File: src/rtl/multicycle_controller_pkg.sv
// Shared encodings for the multi-cycle MIPS control FSM: state codes,
// opcode values, alu_op codes and the alu_src_b / pc_src mux selects.
package multicycle_controller_pkg;

    typedef enum logic [3:0] {
        S_IDLE      = 4'd0,
        S_FETCH     = 4'd1,
        S_DECODE    = 4'd2,
        S_MEM_ADDR  = 4'd3,
        S_MEM_READ  = 4'd4,
        S_MEM_WB    = 4'd5,
        S_MEM_WRITE = 4'd6,
        S_R_EXEC    = 4'd7,
        S_R_WB      = 4'd8,
        S_BRANCH    = 4'd9,
        S_JUMP      = 4'd10,
        S_ADDI_EXEC = 4'd11,
        S_ADDI_WB   = 4'd12
    } state_e;

    localparam logic [5:0] OP_RTYPE = 6'b000000;
    localparam logic [5:0] OP_LW    = 6'b100011;
    localparam logic [5:0] OP_SW    = 6'b101011;
    localparam logic [5:0] OP_BEQ   = 6'b000100;
    localparam logic [5:0] OP_BNE   = 6'b000101;
    localparam logic [5:0] OP_J     = 6'b000010;
    localparam logic [5:0] OP_ADDI  = 6'b001000;

    localparam logic [1:0] ALU_MTYPE = 2'b00;
    localparam logic [1:0] ALU_BTYPE = 2'b01;
    localparam logic [1:0] ALU_RTYPE = 2'b10;
    localparam logic [1:0] ALU_JTYPE = 2'b11;

    localparam logic [1:0] SRCB_B      = 2'b00;
    localparam logic [1:0] SRCB_FOUR   = 2'b01;
    localparam logic [1:0] SRCB_IMM    = 2'b10;
    localparam logic [1:0] SRCB_IMM_SH = 2'b11;

    localparam logic [1:0] PC_SRC_ALU    = 2'b00;
    localparam logic [1:0] PC_SRC_ALUOUT = 2'b01;
    localparam logic [1:0] PC_SRC_JUMP   = 2'b10;

endpackage

File: src/rtl/multicycle_controller_opcode_decoder.sv
// mc_opcode_decoder: maps the IR opcode to the state that follows DECODE.
// Unsupported opcodes return FETCH with illegal set.
// MC_BNE_EN: when defined, bne (000101) is accepted and routed to BRANCH.
module mc_opcode_decoder
    import multicycle_controller_pkg::*;
(
    input  logic [5:0] opcode_i,
    output state_e     next_state_o,
    output logic       illegal_o
);

    // Pure lookup; default is the illegal path back to FETCH.
    always_comb begin
        next_state_o = S_FETCH;
        illegal_o    = 1'b0;
        case (opcode_i)
            OP_RTYPE:      next_state_o = S_R_EXEC;
            OP_LW, OP_SW:  next_state_o = S_MEM_ADDR;
            OP_BEQ:        next_state_o = S_BRANCH;
`ifdef MC_BNE_EN
            OP_BNE:        next_state_o = S_BRANCH;
`endif
            OP_J:          next_state_o = S_JUMP;
            OP_ADDI:       next_state_o = S_ADDI_EXEC;
            default:       illegal_o    = 1'b1;
        endcase
    end

endmodule

File: src/rtl/multicycle_controller.sv
// multicycle_controller: main control FSM of the multi-cycle MIPS datapath.
// Level outputs are Moore outputs of the state register; ir_write/pc_write
// in FETCH are qualified by mem_ready. Counts retired instructions and keeps
// a sticky illegal-opcode flag.
// Handshake: a memory request (mem_read/mem_write) is a level held while in
// FETCH/MEM_READ/MEM_WRITE; the access completes in any cycle where mem_ready
// is 1, including the first cycle of the wait state.
// MC_BNE_EN: enables bne (000101) via BRANCH with branch_ne=1.
module multicycle_controller
    import multicycle_controller_pkg::*;
#(
    parameter int RET_W = 16
) (
    input  logic             clk,
    input  logic             rst_n,
    input  logic [5:0]       opcode,
    input  logic             mem_ready,
    output logic             mem_read,
    output logic             mem_write,
    output logic             i_or_d,
    output logic             ir_write,
    output logic             pc_write,
    output logic             pc_write_cond,
    output logic             branch_ne,
    output logic             reg_write,
    output logic             reg_dst,
    output logic             mem_to_reg,
    output logic             alu_src_a,
    output logic [1:0]       alu_src_b,
    output logic [1:0]       alu_op,
    output logic [1:0]       pc_src,
    output logic             illegal_op,
    output logic [RET_W-1:0] retired,
    output logic [3:0]       dbg_state_o
);

    state_e           state_q, state_d;
    state_e           dec_next;
    logic             dec_illegal;
    logic             is_sw_q;
    logic             illegal_q;
    logic             retire;
    logic [RET_W-1:0] retired_q;

    mc_opcode_decoder u_dec (
        .opcode_i     (opcode),
        .next_state_o (dec_next),
        .illegal_o    (dec_illegal)
    );

    // State register.
    always_ff @(posedge clk or negedge rst_n) begin
        if (!rst_n) state_q <= S_IDLE;
        else        state_q <= state_d;
    end

    // Opcode is only looked at in DECODE: remember lw/sw choice and the
    // illegal flag (sticky until reset).
    always_ff @(posedge clk or negedge rst_n) begin
        if (!rst_n) begin
            is_sw_q   <= 1'b0;
            illegal_q <= 1'b0;
        end else if (state_q == S_DECODE) begin
            is_sw_q <= (opcode == OP_SW);
            if (dec_illegal) illegal_q <= 1'b1;
        end
    end

`ifdef MC_BNE_EN
    logic bne_q;
    // Remember whether the branch being decoded is bne.
    always_ff @(posedge clk or negedge rst_n) begin
        if (!rst_n)                    bne_q <= 1'b0;
        else if (state_q == S_DECODE)  bne_q <= (opcode == OP_BNE);
    end
`else
    logic bne_q;
    assign bne_q = 1'b0;
`endif

    // Retired-instruction counter, wraps naturally at 2^RET_W.
    always_ff @(posedge clk or negedge rst_n) begin
        if (!rst_n)      retired_q <= '0;
        else if (retire) retired_q <= retired_q + 1'b1;
    end

    // Next-state and output decode.
    always_comb begin
        state_d       = state_q;
        retire        = 1'b0;
        mem_read      = 1'b0;
        mem_write     = 1'b0;
        i_or_d        = 1'b0;
        ir_write      = 1'b0;
        pc_write      = 1'b0;
        pc_write_cond = 1'b0;
        branch_ne     = 1'b0;
        reg_write     = 1'b0;
        reg_dst       = 1'b0;
        mem_to_reg    = 1'b0;
        alu_src_a     = 1'b0;
        alu_src_b     = SRCB_B;
        alu_op        = ALU_MTYPE;
        pc_src        = PC_SRC_ALU;
        case (state_q)
            S_IDLE: state_d = S_FETCH;
            S_FETCH: begin
                mem_read  = 1'b1;
                alu_src_b = SRCB_FOUR;
                if (mem_ready) begin
                    ir_write = 1'b1;
                    pc_write = 1'b1;
                    state_d  = S_DECODE;
                end
            end
            S_DECODE: begin
                alu_src_b = SRCB_IMM_SH;
                state_d   = dec_next;
            end
            S_MEM_ADDR: begin
                alu_src_a = 1'b1;
                alu_src_b = SRCB_IMM;
                state_d   = is_sw_q ? S_MEM_WRITE : S_MEM_READ;
            end
            S_MEM_READ: begin
                mem_read = 1'b1;
                i_or_d   = 1'b1;
                if (mem_ready) state_d = S_MEM_WB;
            end
            S_MEM_WB: begin
                reg_write  = 1'b1;
                mem_to_reg = 1'b1;
                state_d    = S_FETCH;
                retire     = 1'b1;
            end
            S_MEM_WRITE: begin
                mem_write = 1'b1;
                i_or_d    = 1'b1;
                if (mem_ready) begin
                    state_d = S_FETCH;
                    retire  = 1'b1;
                end
            end
            S_R_EXEC: begin
                alu_src_a = 1'b1;
                alu_op    = ALU_RTYPE;
                state_d   = S_R_WB;
            end
            S_R_WB: begin
                reg_write = 1'b1;
                reg_dst   = 1'b1;
                state_d   = S_FETCH;
                retire    = 1'b1;
            end
            S_BRANCH: begin
                alu_src_a     = 1'b1;
                alu_op        = ALU_BTYPE;
                pc_src        = PC_SRC_ALUOUT;
                pc_write_cond = 1'b1;
                branch_ne     = bne_q;
                state_d       = S_FETCH;
                retire        = 1'b1;
            end
            S_JUMP: begin
                pc_src   = PC_SRC_JUMP;
                pc_write = 1'b1;
                state_d  = S_FETCH;
                retire   = 1'b1;
            end
            S_ADDI_EXEC: begin
                alu_src_a = 1'b1;
                alu_src_b = SRCB_IMM;
                state_d   = S_ADDI_WB;
            end
            S_ADDI_WB: begin
                reg_write = 1'b1;
                state_d   = S_FETCH;
                retire    = 1'b1;
            end
            default: state_d = S_IDLE;
        endcase
    end

    assign illegal_op  = illegal_q;
    assign retired     = retired_q;
    assign dbg_state_o = state_q;

endmodule

File: config.mk
export PLATFORM = sky130hd
export DESIGN_NAME = multicycle_controller
export DESIGN_NICKNAME = d
export VERILOG_FILES = /design/src/rtl/multicycle_controller_pkg.sv /design/src/rtl/multicycle_controller_opcode_decoder.sv /design/src/rtl/multicycle_controller.sv
export SDC_FILE = /design/constraint.sdc
export NUM_CORES = 1
export LEC_CHECK = 0
export ABC_AREA = 1
export CORE_MARGIN = 2
export CORE_UTILIZATION = 47
export DETAILED_ROUTE_END_ITERATION = 7
export PLACE_DENSITY = 0.78
export SYNTH_ARGS = -nofsm -noshare
export SYNTH_HDL_FRONTEND = slang
export SYNTH_SLANG_ARGS = --single-unit
export TNS_END_PERCENT = 50
File: constraint.sdc
create_clock -name clk -period 1.9 [get_ports clk]
set_input_delay 0.38 -clock clk [delete_from_list [all_inputs] [get_ports clk]]
set_output_delay 0.38 -clock clk [all_outputs]
set_load 0.01 [all_outputs]
==> impl_results.md <==
* Worst-path maximum fanout at 6
* Detailed Route Iter0 Violations at 55
* CTS Buf Count at 3
* Die area at approximately 3800 µm²
* Status: finished clean
* Area occupied by multi-input gates at slightly below 900 µm²
* Netlist Area Pre-Place at 1572 µm²
* Synth top area share at about a third
* Setup slack, reg-to-reg at around 0.29 ns
* Fin Setup TNS at 0 ns
* Detailed-route via count at 1,622
* Pwr/cell area at just under 1000 nW/µm²
* Critical Path Start: dbg_state_o[2]
* # fillers at 287
* Clock Tree Buf Depth at 2
* Final hold slack at 0.3955 ns
* Period utilisation layout at about 96%
* Area growth, synth to finish at 37.26%
* Startpoint Class: flip-flop
* EDFF count, synth at 0
* Setup crit end: dbg_state_o[2]
* Worst path cell trace: buf_4 > clkdlybuf4s50_1
* Worst setup path class: flip-flop to output pin
* Slowest CP cell: clkdlybuf4s50_1
* Buf/Inv on CP at 2
* Inst Count DP at ~330
* Hold-fix buffers at CTS at 0
* Area leader, netlist: dfrtp_1
* Core Box Area at between 3000 and 4000 µm²
* Worst setup EP type: output pin
* Overflow after GRT at 0
* Synth Warn # at 0
* Setup Viol. Count Final at 0
* Clock Latency Late Sink at between 0.3 and 0.4 ns
* Share of post-route cells with drive strength above 1 at 23.10%
* Worst r2r src: dbg_state_o[2]
* Total clock sinks at 22
* Yosys reg bits at 22
* Routed vias/inst at a little under 5
* Top post-synthesis cells by area: dfrtp_1, nand2_1, inv_1, nor2_1, o21ai_2
* I/O Buffers at 45
* Fin area at roughly 2200 µm²
* Top FF cell, synth: dfrtp_1
* Register area at 551.8 µm²
* Worst vdd ir at 0.7874 mV
* Routability congestion estimate at 0.8913
* Cells after Synth at between 200 and 250
* First-pass GRT wire length at roughly 6000 µm
* Arrival @ worst endpoint at between 1 and 1.5 ns
* RR Endpoint: retired[1]
* Final Hold Vio Count at 0
* H-tree depth at 1
* LEAKAGE at ~1.1 nW
* Die span in x at roughly 60 µm
* N_diodes at 0
* HP Class: input port to asynchronous set/reset pin
* Placed instance area at ~2100 µm²
* DR DRC count at 0
* Initial core utilization at between 50 and 60%
* Max Transition Viols Final at 0
* Pre-antenna DRT Iters at 4
* Distinct cells, synth at 25
* Slowest Stage Delay on Critical Path at roughly 0.54 ns
* Routed Antenna Nets at 0
* CTS tree: yes
* Final min period at 1.819 ns
* Syn_area_per_cell at approximately 6.8 µm²
* Clk root buf: clkbuf_4
* Most numerous cell in the Yosys netlist: nand2_1
* Finished Core Util at about 69%
* Initial antenna violation count at 0
* Clk_skew at approximately 0.013 ns
* Post-DP HPWL at 2880 µm
* Syn nets at 240
* Vias in the first global route at 1,351
* Top cells by count, synth: nand2_1, inv_1, nor2_1
* Post-synth ARST share at 100.0%
* Clock transition at path regs at 0.13 ns
* Max Fclk at between 500 and 600 MHz
* MaxCap Viol Count at 0
* Total track usage at about a fifth
* Die Height at slightly above 60 µm
* # nets final at roughly 300
* Sequential fraction of the synthesis area at a little over a third
* Worst path required time at 1.52 ns
* CP Depth at 2
* Final Non-Filler Cells at ~330
* Final wirelength at between 3000 and 4000 µm
* IO Pins at between 40 and 50
* Worst-case reg-to-reg path depth at 10
* Largest net degree at the start of global routing at 27
* # rows at 20
* Avg WL per Cell at around 11 µm
* Top delay family on crit path: buffers and inverters
==> cell type report <==
class / count / share of cell area (%)
clock buffer: 4 / 1.682
timing repair buffer: 60 / 23.61
sequential: 22 / 25.58
tap: 44 / 2.552
inverter: 33 / 5.742
multi-input combinational: 171 / 40.84
==> report_power, final <==
group	internal, mW	switching (mW)
clock network	0.117	0.144
registers	0.549	0.125
logic	0.548	0.657
total	1.21	0.925
==> layer usage <==
metal	part of all wire [%]	vias to the layer above	global-route usage, %
li1	-	842	-
met1	49	725	32.38
met2	44	53	31.43
met3	6.3	2	2.899
met4	0.73	0	4.255
met5	0	-	0
==> state kept, by name (all words and copies together) (netlist names) <==
name,count
illegal_op,1
is_sw_q,1
retired,16
dbg_state_o,4
==> placed cells by master (no fill, tap or decap), types with 8 or more instances in the layout <==
| cell type | netlist | final |
|---|---|---|
| o21ai_0 | 9 | 8 |
| clkdlybuf4s50_1 | 0 | 29 |
| dfrtp_1 | 22 | 21 |
| o21ai_2 | 9 | 9 |
| clkbuf_2 | 0 | 13 |
| nor2_1 | 27 | 25 |
| nand3_1 | 15 | 14 |
| inv_1 | 29 | 28 |
| nand2_2 | 7 | 9 |
| nand2_1 | 72 | 70 |
| buf_4 | 2 | 14 |
==> through the flow <==
step / setup slack [ns] / total power, mW
detailed placement: -0.09744 / 1.888
CTS: -0.02023 / 2.091
global placement: -0.08330 / 1.863
finish: 0.08105 / 2.139
global route: -0.02272 / 2.319
floorplan: 0.4200 / 1.302
==> logic make-up after synthesis <==
family | synth area share [%]
adders and majority gates | 0.7961
xor gates and xnor gates | 5.016
AOI/OAI and AO/OA | 9.236
and+or+nand+nor | 39.17
DFF | 35.03
buffers and inverters | 10.51
other | 0.2386
==> worst min path at each step <==
stage          cells after the start  slack, ns              to
6_report                           2       0.40     retired[10]
5_1_grt                            2       0.43     retired[10]
4_1_cts                            2       0.41     retired[10]
3_5_place_dp                       1       0.46      illegal_op
3_3_place_gp                       1       0.45      illegal_op
2_1_floorplan                      0       0.08  dbg_state_o[0]
==> repair_timing <==
| action | in CTS | in global routing |
|---|---|---|
| setup endpoints to repair | 16 | 14 |
| hold endpoints to repair | 0 | 0 |
| setup buffers | 0 | 2 |
| gates cloned | 0 | 0 |
| resized for setup | 20 | 35 |
| pin swaps | 1 | 1 |
Power figures use the tool's default switching activity.
